`config.mk`:
```
export PLATFORM = sky130hd
export DESIGN_NAME = seq_gen_flat
export DESIGN_NICKNAME = d
export VERILOG_FILES = /design/src/rtl/seq_gen_if.sv /design/src/rtl/seq_gen.sv /design/src/flat_wrapper.sv
export SDC_FILE = /design/constraint.sdc
export NUM_CORES = 1
export LEC_CHECK = 0
export ABC_CLOCK_PERIOD_IN_PS = 2300
export CAP_MARGIN = 20
export CELL_PAD_IN_SITES_DETAIL_PLACEMENT = 0
export CELL_PAD_IN_SITES_GLOBAL_PLACEMENT = 2
export CORE_ASPECT_RATIO = 2
export CORE_MARGIN = 4
export CORE_UTILIZATION = 35
export DETAILED_ROUTE_END_ITERATION = 6
export PLACE_DENSITY = 0.74
export SLEW_MARGIN = 40
export SYNTH_ARGS = -nofsm -noshare
export SYNTH_HDL_FRONTEND = slang
export SYNTH_SLANG_ARGS = --single-unit
```
`constraint.sdc`:
```
create_clock -name clock -period 2.3 [get_ports clock]
set_input_delay 0.46 -clock clock [delete_from_list [all_inputs] [get_ports clock]]
set_output_delay 0.46 -clock clock [all_outputs]
set_load 0.01 [all_outputs]
```
`src/rtl/seq_gen_if.sv`:
```
// seq_gen_if: load/data handshake and serial output bundle for seq_gen.
// master drives load/data; slave (seq_gen) drives ready/out/out_valid/last/busy.
interface seq_gen_if #(
    parameter int WIDTH = 16
) ();
    logic             load;
    logic [WIDTH-1:0] data;
    logic             ready;
    logic             out;
    logic             out_valid;
    logic             last;
    logic             busy;

    modport master (
        output load, data,
        input  ready, out, out_valid, last, busy
    );

    modport slave (
        input  load, data,
        output ready, out, out_valid, last, busy
    );
endinterface

```
`src/rtl/seq_gen.sv`:
```
// seq_gen: serialises a WIDTH-bit word LSB first with a valid qualifier,
// optional even-parity bit (SEQ_GEN_PARITY_EN) and GAP idle cycles per frame.
// Ports: clock, reset (async, active-low), bus (seq_gen_if.slave).
module seq_gen #(
    parameter int WIDTH = 16,
    parameter int GAP   = 1
) (
    input  logic       clock,
    input  logic       reset,
    seq_gen_if.slave   bus
);
    localparam int CW = $clog2(WIDTH);
    localparam logic [CW-1:0] CNT_LAST = CW'(WIDTH - 1);
    localparam logic [CW-1:0] CNT_PEN  = CW'(WIDTH - 2);
    localparam logic [3:0]    GAP_LAST = (GAP > 0) ? 4'(GAP - 1) : 4'd0;

`ifdef SEQ_GEN_PARITY_EN
    typedef enum logic [1:0] {S_IDLE, S_SHIFT, S_PAR, S_GAP} state_e;
`else
    typedef enum logic [1:0] {S_IDLE, S_SHIFT, S_GAP} state_e;
`endif

    state_e           state_q, state_d;
    // bit 0 goes straight to the output register, so only bits 1.. are kept
    logic [WIDTH-2:0] shreg_q, shreg_d;
    logic [CW-1:0]    cnt_q, cnt_d;
    logic [3:0]       gcnt_q, gcnt_d;
    logic             out_q, out_d;
    logic             valid_q, valid_d;
    logic             last_q, last_d;
`ifdef SEQ_GEN_PARITY_EN
    logic             par_q, par_d;
`endif

    always_comb begin
        state_d = state_q;
        shreg_d = shreg_q;
        cnt_d   = cnt_q;
        gcnt_d  = gcnt_q;
        out_d   = 1'b0;
        valid_d = 1'b0;
        last_d  = 1'b0;
`ifdef SEQ_GEN_PARITY_EN
        par_d   = par_q;
`endif
        unique case (state_q)
            S_IDLE: begin
                if (bus.load) begin
                    shreg_d = bus.data[WIDTH-1:1];
                    out_d   = bus.data[0];
                    valid_d = 1'b1;
                    cnt_d   = '0;
`ifdef SEQ_GEN_PARITY_EN
                    par_d   = ^bus.data;
`endif
                    state_d = S_SHIFT;
                end
            end
            S_SHIFT: begin
                if (cnt_q != CNT_LAST) begin
                    shreg_d = shreg_q >> 1;
                    out_d   = shreg_q[0];
                    valid_d = 1'b1;
                    cnt_d   = cnt_q + 1'b1;
`ifndef SEQ_GEN_PARITY_EN
                    // next bit presented is the final data bit
                    last_d  = (cnt_q == CNT_PEN);
`endif
                end else begin
`ifdef SEQ_GEN_PARITY_EN
                    out_d   = par_q;
                    valid_d = 1'b1;
                    last_d  = 1'b1;
                    state_d = S_PAR;
`else
                    gcnt_d  = '0;
                    state_d = (GAP > 0) ? S_GAP : S_IDLE;
`endif
                end
            end
`ifdef SEQ_GEN_PARITY_EN
            S_PAR: begin
                gcnt_d  = '0;
                state_d = (GAP > 0) ? S_GAP : S_IDLE;
            end
`endif
            S_GAP: begin
                if (gcnt_q == GAP_LAST) begin
                    state_d = S_IDLE;
                end else begin
                    gcnt_d = gcnt_q + 1'b1;
                end
            end
            default: state_d = S_IDLE;
        endcase
    end

    always_ff @(posedge clock or negedge reset) begin
        if (!reset) begin
            state_q <= S_IDLE;
            shreg_q <= '0;
            cnt_q   <= '0;
            gcnt_q  <= '0;
            out_q   <= 1'b0;
            valid_q <= 1'b0;
            last_q  <= 1'b0;
`ifdef SEQ_GEN_PARITY_EN
            par_q   <= 1'b0;
`endif
        end else begin
            state_q <= state_d;
            shreg_q <= shreg_d;
            cnt_q   <= cnt_d;
            gcnt_q  <= gcnt_d;
            out_q   <= out_d;
            valid_q <= valid_d;
            last_q  <= last_d;
`ifdef SEQ_GEN_PARITY_EN
            par_q   <= par_d;
`endif
        end
    end

    assign bus.ready     = (state_q == S_IDLE);
    assign bus.busy      = (state_q != S_IDLE);
    assign bus.out       = out_q;
    assign bus.out_valid = valid_q;
    assign bus.last      = last_q;
endmodule

```
`src/flat_wrapper.sv`:
```
// flat-port wrapper written by rule: the top's interface ports become plain ports
module seq_gen_flat 
#(
    parameter int WIDTH = 16,
    parameter int GAP   = 1
)
  (clock, reset, bus_load, bus_data, bus_ready, bus_out, bus_out_valid, bus_last, bus_busy);
  seq_gen_if #(.WIDTH(WIDTH)) bus_i ();
  input  logic clock;
  input  logic reset;
  input wire logic [$bits(bus_i.load)-1:0] bus_load;
  input wire logic [$bits(bus_i.data)-1:0] bus_data;
  output wire logic [$bits(bus_i.ready)-1:0] bus_ready;
  output wire logic [$bits(bus_i.out)-1:0] bus_out;
  output wire logic [$bits(bus_i.out_valid)-1:0] bus_out_valid;
  output wire logic [$bits(bus_i.last)-1:0] bus_last;
  output wire logic [$bits(bus_i.busy)-1:0] bus_busy;
  assign bus_i.load = bus_load;
  assign bus_i.data = bus_data;
  assign bus_ready = bus_i.ready;
  assign bus_out = bus_i.out;
  assign bus_out_valid = bus_i.out_valid;
  assign bus_last = bus_i.last;
  assign bus_busy = bus_i.busy;
  seq_gen #(.WIDTH(WIDTH), .GAP(GAP)) u_core (.clock(clock), .reset(reset), .bus(bus_i));
endmodule
```
=== Word-level counts from Yosys, hierarchy flattened ===
Index checks and enable logic that the tools add are counted.
Widths: inputs -> output; s select.

* Output and inout port bits: 5
* Register bits after elaboration: 28
* Input port bits: 19

* Add/sub/neg operators: 2
* Reduce and logical (&&, ||, !) cells: 8
* Multiplexer cells: 21
* Eq/ne operators: 9

{| class="wikitable"
|+ Operators by type and width
! operator !! count
|-
| $mux 15 || 2
|-
| $pmux 15 s2 || 1
|-
| $mux 4 || 4
|-
| $pmux 4 s2 || 2
|-
| $reduce_and 3->1 || 3
|-
| $add 4x1->4 const B || 2
|-
| $mux 1 || 6
|-
| $mux 2 || 3
|-
| $ne 2x2->1 const B || 3
|-
| $pmux 2 s3 || 1
|-
| $reduce_bool 2->1 || 3
|-
| $eq 4x4->1 const B || 1
|-
| $logic_not 4->1 || 1
|-
| $ne 2x1->1 const B || 2
|-
| $ne 4x4->1 const B || 1
|-
| $pmux 1 s2 || 2
|-
| $eq 2x1->1 const B || 1
|-
| $eq 2x2->1 const B || 1
|-
| $logic_not 2->1 || 1
|}

=== Logic depth before layout (Yosys ltp) ===
Gate-level depths: netlist (run 1).

* Depth in word-level cells: 3
* Gate-level depth with buffers: 6
* Mapped depth without buffers: 5

=== Worst setup path before layout (run 1) ===
No wires, ideal clock.

* Kind: register to register
* Start point: reg u_core.cnt_q[1]
* End point: reg u_core.shreg_q[10]
* Library setup time: 125 ps
* Setup slack: 343 ps
* Arrival time: 1832 ps
* Stages on the path, launching flop included: 7
* Cells stage by stage: dfrtp_1 -> ha_1 -> and3_1 -> buf_6 -> a211oi_4 -> buf_8 -> mux2_4

* Word-level cells in the longest chain between the ends: 3

{| class="wikitable"
|+ RTL lines
! item !! line !! RTL
|-
| start, declared || seq_gen.sv:26 || <nowiki>logic [CW-1:0] cnt_q, cnt_d;</nowiki>
|-
| start signal, assigned || seq_gen.sv:113 || <nowiki>cnt_q <= cnt_d;</nowiki>
|-
| $ne 4x4->1 || seq_gen.sv:60 || <nowiki>if (cnt_q != CNT_LAST) begin</nowiki>
|-
| $ne 2x1->1 (no source line) || -- ||
|-
| $reduce_and 3->1 (no source line) || -- ||
|-
| end signal, assigned || seq_gen.sv:112 || <nowiki>shreg_q <= shreg_d;</nowiki>
|-
| end, declared || seq_gen.sv:25 || <nowiki>logic [WIDTH-2:0] shreg_q, shreg_d;</nowiki>
|}

Every way passes these cells.
A chain may end at the register's enable or synchronous reset.

=== Worst setup path in the final report (run 1) ===
* Start point: reg u_core.state_q[0]
* End point: out bus_ready

* Word-level cells in the longest chain between the ends: 1

{| class="wikitable"
|+ RTL lines
! item !! line !! RTL
|-
| start, declared || seq_gen.sv:23 || <nowiki>state_e state_q, state_d;</nowiki>
|-
| start signal, assigned || seq_gen.sv:111 || <nowiki>state_q <= state_d;</nowiki>
|-
| $logic_not 2->1 || seq_gen.sv:124 || <nowiki>assign bus.ready = (state_q == S_IDLE);</nowiki>
|-
| end, declared || flat_wrapper.sv:13 || <nowiki>output wire logic [$bits(bus_i.ready)-1:0] bus_ready;</nowiki>
|}

Every way passes these cells.

==> results.md, run 1 <==
* Status: completed
* Post-DP Area at ~1800 um^2
* CTS tree: done
* Headroom to the max-slew limit at between 70% and 80%
* Antenna-violating nets left at 0
* Max Slew Vio Count at 0
* Starting Density at approximately 37%
* Crit Path Max Fanout at 8
* Internal power at ~1400 uW
* Sw frac at approximately a third
* CTS H-tree lvls at 1
* Largest family of logic cells by synthesized area: multiplexers
* Hold WC Path Type: reg2reg
* Initial DRC Count at 8
* Sequential element share of the synthesized area at 46.0%
* Post-route cell area at roughly 1900 um^2
* First-pass GRT wire length at approximately 5200 um
* Fin Setup TNS at 0 ns
* Initial antenna violation count at 0
* Area Overhead vs Synth at 23.1%
* Slowest Stage Delay on Critical Path at 0.59 ns
* Total power at between 2000 and 2500 uW
* Mux cell area share after synthesis at 23.5%
* Adder-cell share of the synthesized area at under 10%
* Final Hold Vio Count at 0
* Clk buf depth at 2
* Sequential Power Share at 36.9%
* Via count at between 1,000 and 1,500
* Psw at about 690 uW
* Cell family with most CP delay: buffers and inverters
* Fmax at about 470 MHz
* Total grt overflow at 0
* Worst Setup Path Type: reg2out
* Crit-path cells: inv_1 > ha_1 > clkdlybuf4s50_1
* Synth area leaders: dfrtp_1 (46%), mux2_2 (16%), mux2_4 (5.9%), ha_1 (5.8%), inv_1 (2.7%)
* Slowest CP cell: clkdlybuf4s50_1
* Simple-gate area share of the yosys netlist at approximately a tenth
* Worst Setup End Kind: output pin
* Clock sink count at 28
* CP arrival at ~1.7 ns
* Clk Latency, worst-skew pair at between 0.2 and 0.3 ns
* Mean area per synthesized cell at between 10 and 15 um^2
* Fin util at between 40% and 50%
* CTS Buf Count at 3
* Final setup vio count at 0
* TritonRoute pass-1 iters at 4
* Combinational share of power at between 50% and 60%
* DIE AREA at between 5000 and 6000 um^2
* CP required at 1.84 ns
* Power Density at 1130 nW/um^2
* Port Buffers at 23
* Final wirelength at 3080 um
* Fin Clk Skew at 0.00575 ns
* Synth top area share at roughly 46%
* Cells after Synth at roughly 130
* LEAKAGE at approximately 0.0008 uW
* Fin crit period at 2.14 ns
* Worst Tran Pin Value at 0.374 ns
* Yosys warning count at 0
* Total global-route track usage at 12.9%
* CP bufs+invs at 2
* Setup Buffers After CTS at 0
* Post-synth top area cell: dfrtp_1
* Vias per inst at between 5 and 6
* Cell Area, Synth at about 1500 um^2
* Clock power share at 12.5%
* Die Wd at 54.6 um
* RSZ-0062 raised after global routing: no
* Clock slew at the register clock pins of the worst setup and hold paths at ~0.090 ns
* Worst vdd ir at about 0.66 mV
* # hold bufs at CTS at 0
* Layout cells sized above 1 at between 20% and 30%
* Antenna Cells at 0
* Vias in the first global route at 1,131
* Final weighted congestion in routability-driven placement at 0.723
* Max_cap viols at 0
* Largest net degree at the start of global routing at 29
* Die Y at between 100 and 150 um
* Post-CTS Resized at 0
* Fin crit share at slightly above 90%
* R2R setup slack at between 0.3 and 0.4 ns
* Seq cells post-synth at 28
* Startpoint Class: flip-flop
* Syn nets at about 150
* Nets at between 150 and 200
* DP HPWL at between 2000 and 2500 um
* Yosys cell types at 33
* FP Rows at 33
* Root Driver: clkbuf_8
* XOR/XNOR Fraction of Synth Area at 0%
* Post-route DRC at 0
* IO Pins at 24
* Core area at ~4200 um^2
* WL/cell at roughly 15 um
* Synth Area in Compound Gates at 9.86%
## path summary, 6_finish.rpt
| path | cells past startpoint | from | end |
|---|---|---|---|
| worst max-delay path | 3 | u_core.state_q[0] | bus_ready |
| worst min-delay path | 1 | u_core.shreg_q[1] | u_core.shreg_q[1] |
| worst max register to register | 5 | u_core.cnt_q[1] | u_core.shreg_q[2] |
| worst min register to register | 1 | u_core.shreg_q[1] | u_core.shreg_q[1] |
| max in group asynchronous | 2 | reset | u_core.state_q[1] |
| min in group asynchronous | 2 | reset | u_core.cnt_q[2] |
## final cells by class
cell class | count | area, um^2
clock buffer | 3 | 41.3
multi-input combinational | 82 | 742
tap | 52 | 65.1
inverter | 12 | 45.0
timing repair buffer | 28 | 280
fill | 406 | 2300
sequential | 28 | 701
## layer usage
| metal | routed length, um | GRT usage [%] | part of all wire, % | up-vias |
|---|---|---|---|---|
| met5 | 0 | 0 | 0 | - |
| met4 | 59 | 5.76 | 1.9 | 0 |
| met3 | 137 | 2.06 | 4.5 | 5 |
| met2 | 1700 | 22.4 | 55 | 28 |
| met1 | 1180 | 14.7 | 38 | 518 |
| li1 | - | - | - | 510 |
## power groups by stage
stage / Sequential [uW] / Clock [uW] / Combinational (uW)
global placement: 781 / 0 / 1050
floorplan: 767 / 0 / 802
finish: 779 / 264 / 1070
detailed placement: 795 / 0 / 1080
global route: 805 / 293 / 1170
CTS: 784 / 273 / 1090
## Yosys cell counts
master     instances
a21oi_1            2
inv_1             11
o211ai_1           1
o221a_2            1
a32oi_1            2
nand2b_1           2
and3_1             2
nand4_1            1
o2111ai_1          1
or4_1              1
nor2b_1            1
o221ai_1           4
nor3_1             2
buf_8              1
buf_6              1
o2bb2ai_1          2
ha_1               7
mux2_4             6
nand2_1            6
buf_2              1
o21ai_0            2
or3b_2             1
nand3_1            6
nor3b_1            1
a211oi_4           1
dfrtp_1           28
o22ai_1            2
nor2_1             2
mux2_2            22
nand3b_1           2
mux2i_1            2
buf_1              1
inv_2              1
## registers in the layout, indices dropped and copies added, names as in the netlist
name / cells
u_core.state_q: 2
u_core.bus.out: 1
u_core.bus.out_valid: 1
u_core.shreg_q: 15
u_core.gcnt_q: 4
u_core.bus.last: 1
u_core.cnt_q: 4
## through the flow
stage | std cells | worst slack (ns) | hold slack (ns)
floorplan | 126 | 0.343 | 0.164
global placement | 202 | 0.346 | 0.485
CTS | 205 | 0.161 | 0.514
finish | 205 | 0.163 | 0.509
detailed placement | 202 | 0.332 | 0.493
global route | 205 | 0.0613 | 0.529
## worst reg2reg max path, delay by kind of cell (launching register included)
family | cells | cell delay [ns]
adder cells (fa/ha/maj) | 1 | 0.23
buffers and inverters | 1 | 0.20
multiplexers | 1 | 0.35
flip-flops | 1 | 0.42
AND/OR/NAND/NOR | 1 | 0.31
AO/OA/AOI/OAI | 1 | 0.32
## cell usage in the layout, fill, tap and decap left out, drive strengths merged, types with 2 or more instances in the layout
master / n
clkbuf: 3
dfrtp: 28
nand2: 6
mux2: 28
o22ai: 2
nand2b: 2
o221ai: 4
o21ai: 2
nor3: 2
clkdlybuf4s50: 23
nand3: 6
mux2i: 2
buf: 5
inv: 12
a32oi: 2
o2bb2ai: 2
ha: 7
and3: 2
nand3b: 2
nor2: 2
a21oi: 2
## cell families after synthesis
kind of cell    Yosys count
buf+inv                  16
fa+ha+maj                 7
compound gates           18
flops                    28
mux                      30
simple gates             27
Power figures use the tool's default switching activity.
==> run 2, diff against run 1 <==
==> constraint.sdc (replaced) <==
create_clock -name clock -period 2.3 [get_ports clock]
set_input_delay 0.345 -clock clock [delete_from_list [all_inputs] [get_ports clock]]
set_output_delay 0.345 -clock clock [all_outputs]
set_load 0.005 [all_outputs]
==> run 2 against run 1 <==
Effect of this change: fmax increased by 7.8%; combinational power about the same; global-route usage decreased by 0.44 points; clock skew increased by 0.00079 ns; final area decreased by 0.40%; sequential cell count unchanged; die area unchanged; largest cell class unchanged; sequential share of layout area increased by 0.15 points.
==> results.md, run 2 (synthesis gave the netlist of run 1 again) <==
* Vias in the first global route at roughly 1,100
* Clk buf depth at 2
* Area Overhead vs Synth at 22.6%
* Final Hold Vio Count at 0
* Fin Setup TNS at 0 ns
* Max_cap viols at 0
* Vias per inst at between 5 and 6
* Largest net degree at the start of global routing at 29
* RSZ-0062 raised after global routing: no
* DP HPWL at roughly 2400 um
* Clock sink count at 28
* CTS tree: done
* Antenna Cells at 0
* Fin util at between 40 and 50%
* Slowest CP cell: clkdlybuf4s50_1
* Worst Tran Pin Value at between 0.3 and 0.4 ns
* CP bufs+invs at 3
* Combinational share of power at 50.4%
* Fin worst setup slack at 0.317 ns
* Total global-route track usage at approximately 12%
* Fin crit period at roughly 2 ns
* Clock slew at the register clock pins of the worst setup and hold paths at ~0.09 ns
* Antenna-violating nets left at 0
* Worst Hold Margin at around 0.44 ns
* Register bank with the most flops: u_core.shreg_q
* Fin crit share at 86.2%
* Startpoint Class: flip-flop
* Final setup vio count at 0
* Nets at 180
* WL/cell at 15.1 um
* Worst vdd ir at 0.565 mV
* Post-CTS Resized at 0
* Final weighted congestion in routability-driven placement at 0.709
* # hold bufs at CTS at 0
* Die Wd at around 55 um
* Root Driver: clkbuf_8
* Fin Clk Skew at ~0.0065 ns
* Via count at between 1,000 and 1,500
* Power Density at ~1100 nW/um^2
* Crit path top cell by count: inv_1
* Slowest Stage Delay on Critical Path at about 0.45 ns
* Starting Density at 36.5%
* Psw at about 670 uW
* Status: completed
* Layout cells sized above 1 at 25.7%
* Max Slew Vio Count at 0
* Internal power at ~1400 uW
* Setup Buffers After CTS at 0
* Final wirelength at between 3000 and 4000 um
* Sequential Power Share at a little under two fifths
* Fmax at approximately 500 MHz
* Initial DRC Count at 14
* CTS Buf Count at 3
* Port Buffers at 23
* IO Pins at 24
* CP required at between 1.5 and 2 ns
* DIE AREA at around 5500 um^2
* Die Y at between 100 and 150 um
* Worst Setup Path Type: reg2out
* Total grt overflow at 0
* Hold WC Path Type: in2async
* Core area at around 4200 um^2
* First-pass GRT wire length at 5020 um
* Clock power share at about an eighth
* Post-route DRC at 0
* CTS H-tree lvls at 1
* FP Rows at 33
* Crit-path cells: inv_1 > ha_1 > inv_1 > clkdlybuf4s50_1
* Headroom to the max-slew limit at 74.0%
* Cell family with most CP delay: buffers and inverters
* LEAKAGE at approximately 0.0008 uW
* TritonRoute pass-1 iters at 3
* CP arrival at around 1.6 ns
* Place WS at about 0.32 ns
* Worst Setup End Kind: output pin
* Most common cell after layout, fill and taps aside: dfrtp_1
* Max reg flops at 15
* Sw frac at approximately a third
* Commonest cells after routing, fill and taps aside: dfrtp_1 (28), clkdlybuf4s50_1 (23), mux2_2 (22), inv_1 (11), ha_1 (7)
* Regs by FF count: u_core.shreg_q (15), u_core.cnt_q (4), u_core.gcnt_q (4)
* Crit Path Max Fanout at 8
* Clk Latency, worst-skew pair at approximately 0.27 ns
* Initial antenna violation count at 0
[run 2: per-layer routing]
metal / global-route usage [%] / vias to the layer above / wire length, um
li1: - / 508 / -
met1: 13.3 / 508 / 1190
met2: 22.6 / 22 / 1690
met3: 1.77 / 5 / 124
met4: 5.76 / 0 / 61
met5: 0 / - / 0
[run 2: per-stage QoR]
step	cells	total power, uW	area (um^2)
floorplan	126	1560	1520
global placement	201	1820	1830
detailed placement	201	1860	1830
CTS	204	2130	1870
global route	204	2250	1870
finish	204	2090	1870
[run 2: path summary, 6_finish.rpt]
path	start	to	slack (ns)	depth (start not counted)
hold reg to reg	u_core.shreg_q[1]	u_core.shreg_q[1]	0.51	1
hold / removal	reset	u_core.bus.out_valid	0.44	2
min in group clock	u_core.shreg_q[1]	u_core.shreg_q[1]	0.51	1
setup reg to reg	u_core.cnt_q[1]	u_core.shreg_q[12]	0.36	5
max in group asynchronous	reset	u_core.shreg_q[10]	1.59	2
setup / recovery	u_core.state_q[0]	bus_busy	0.32	4
[run 2: area by class of cell]
cell class,instances,area [um^2]
multi-input cells,82,742
fillers,390,2300
repair buffers,27,273
well taps,52,65.1
inverters,12,45.0
clock buffers,3,41.3
flip-flops and latches,28,701
[run 2: power groups by stage]
stage	Combinational, uW	Sequential (uW)	Clock [uW]
2_1_floorplan	795	761	0
3_3_place_gp	1040	782	0
3_5_place_dp	1070	791	0
4_1_cts	1080	779	280
5_1_grt	1160	802	290
6_report	1050	776	263
==> run 3, diff against run 2 <==
--- a/config.mk
+++ b/config.mk
@@ -11,9 +11,9 @@
 export CELL_PAD_IN_SITES_GLOBAL_PLACEMENT = 2
 export CORE_ASPECT_RATIO = 2
 export CORE_MARGIN = 4
-export CORE_UTILIZATION = 35
+export CORE_UTILIZATION = 33
 export DETAILED_ROUTE_END_ITERATION = 6
-export PLACE_DENSITY = 0.74
+export PLACE_DENSITY = 0.72
 export SLEW_MARGIN = 40
 export SYNTH_ARGS = -nofsm -noshare
 export SYNTH_HDL_FRONTEND = slang
==> run 3 against run 2 <==
Effect of this change: fmax fell by 0.68%; setup slack got worse by 0.014 ns; critical endpoint unchanged; combinational power about the same; sequential power is essentially flat.
==> results.md, run 3 (synthesis gave the netlist of run 1 again) <==
* Status: completed
* Setup Buffers After CTS at 0
* Clock sink count at 28
* Via count at 1,054
* Clk Latency, worst-skew pair at about 0.27 ns
* Crit Path Max Fanout at 8
* Core area at 4420 um^2
* Post-CTS Resized at 0
* Fin crit share at 86.8%
* IO Pins at 24
* Die Y at between 100 and 150 um
* Psw at ~700 uW
* Combinational share of power at about half
* Initial antenna violation count at 0
* Met1 Use GR at around an eighth
* Total grt overflow at 0
* Starting Density at 34.4%
* Non-filler cells in the finished layout at 206
* Vias per inst at slightly above 5
* Layout cells sized above 1 at about a quarter
* Power Density at approximately 1100 nW/um^2
* Post-route cell area at approximately 1900 um^2
* Worst Tran Pin Value at roughly 0.36 ns
* Multi-input logic area at 742 um^2
* Worst Setup Path Type: reg2out
* CTS Buf Count at 3
* Clk buf depth at 2
* Max Slew Vio Count at 0
* FP Rows at 34
* Met3 Resource Use GR at under 10%
* Largest net degree at the start of global routing at 29
* Internal power at 1440 uW
* Fill cells at roughly 450
* Register bank with the most flops: u_core.shreg_q
* Worst vdd ir at between 0.5 and 0.6 mV
* Total power at 2120 uW
* Vias in the first global route at 1,187
* Final setup vio count at 0
* Root Driver: clkbuf_8
* Hold WC Path Type: in2async
* Worst Setup End Kind: output pin
* Post-route DRC at 0
* Die Wd at ~56 um
* Area Overhead vs Synth at 23.2%
* # hold bufs at CTS at 0
* Met2 GRT Util at between 20 and 25%
* Total global-route track usage at approximately 11%
* Sw frac at about a third
* Max_cap viols at 0
* DIE AREA at a little under 6000 um^2
* Clock slew at the register clock pins of the worst setup and hold paths at ~0.1 ns
* First-pass GRT wire length at approximately 5200 um
* Initial DRC Count at 19
* Final Hold Vio Count at 0
* TritonRoute pass-1 iters at 4
* GR peak layer: met2
* Fin crit period at 2.00 ns
* Max reg flops at 15
* Placed cells at a little over 200
* Regs by FF count: u_core.shreg_q (15), u_core.cnt_q (4), u_core.gcnt_q (4)
* Final wirelength at ~3000 um
* Fmax at 501 MHz
* Sequential Power Share at 36.6%
* Nets at roughly 180
* Antenna-violating nets left at 0
* Fin Clk Skew at 0.00289 ns
* Final weighted congestion in routability-driven placement at 0.736
* CTS H-tree lvls at 1
* Startpoint Class: flip-flop
* Clock power share at 14.5%
* CP arrival at ~1.7 ns
* Antenna Cells at 0
* Post-DP Area at between 1500 and 2000 um^2
* FF/Latch Area at 701 um^2
* WL/cell at between 10 and 15 um
* Fin Setup TNS at 0 ns
* CTS tree: done
* LEAKAGE at about 0.0008 uW
* Commonest cells after routing, fill and taps aside: dfrtp_1 (28), clkdlybuf4s50_1 (23), mux2_2 (22), inv_1 (11), ha_1 (7)
* Port Buffers at 23
* CP required at ~2.0 ns
* DP HPWL at between 2000 and 2500 um
* Most common cell after layout, fill and taps aside: dfrtp_1
* Headroom to the max-slew limit at between 70% and 80%
* RSZ-0062 raised after global routing: no
## run 3: cell count changes in the layout (fill, tap and decap cells not counted)
| cell | previous run | this run |
|---|---|---|
| clkbuf_8 | 3 | 4 |
| buf_4 | 3 | 2 |
## run 3: metal layers
| metal | up-vias | share of wire (%) |
|---|---|---|
| li1 | 507 | - |
| met1 | 522 | 39 |
| met2 | 21 | 56 |
| met3 | 4 | 3.6 |
| met4 | 0 | 1.6 |
| met5 | - | 0 |
## run 3: area by class of cell
cell class | instances | share of cell area [%]
multi-input cells | 82 | 39.6
clock buffers | 4 | 2.94
well taps | 54 | 3.60
repair buffers | 26 | 14.1
inverters | 12 | 2.40
flip-flops and latches | 28 | 37.4
## run 3: through the flow
stage | hold slack, ns | util (%) | setup WS [ns]
final | 0.444 | 42.4 | 0.304
after global routing | 0.494 | 42.4 | 0.229
after CTS | 0.460 | 42.4 | 0.310
after detailed placement | 0.496 | 41.1 | 0.301
after global placement | 0.485 | 41.1 | 0.357
after floorplan | 0.0494 | - | 0.343
## run 3: worst max-delay path: stages (launching register included)
cell             delay, ns
dfrtp_1               0.40
inv_1                 0.10
ha_1                  0.31
inv_1                 0.11
clkdlybuf4s50_1       0.45
## run 3: path summary, 6_finish.rpt
kind	startpoint	to	slack [ns]	cells past startpoint
setup / recovery	u_core.state_q[1]	bus_busy	0.30	4
hold / removal	reset	u_core.bus.last	0.44	2
setup reg to reg	u_core.state_q[1]	u_core.shreg_q[13]	0.36	7
hold reg to reg	u_core.shreg_q[2]	u_core.shreg_q[2]	0.52	1
max in group asynchronous	reset	u_core.shreg_q[5]	1.59	2
min in group clock	u_core.shreg_q[2]	u_core.shreg_q[2]	0.52	1
## run 3: power groups by stage
stage	clock, uW	sequential (uW)	combinational, uW
after detailed placement	0	789	1060
after CTS	319	781	1060
after global routing	337	806	1140
after global placement	0	782	1020
after floorplan	0	761	795
final	308	777	1040
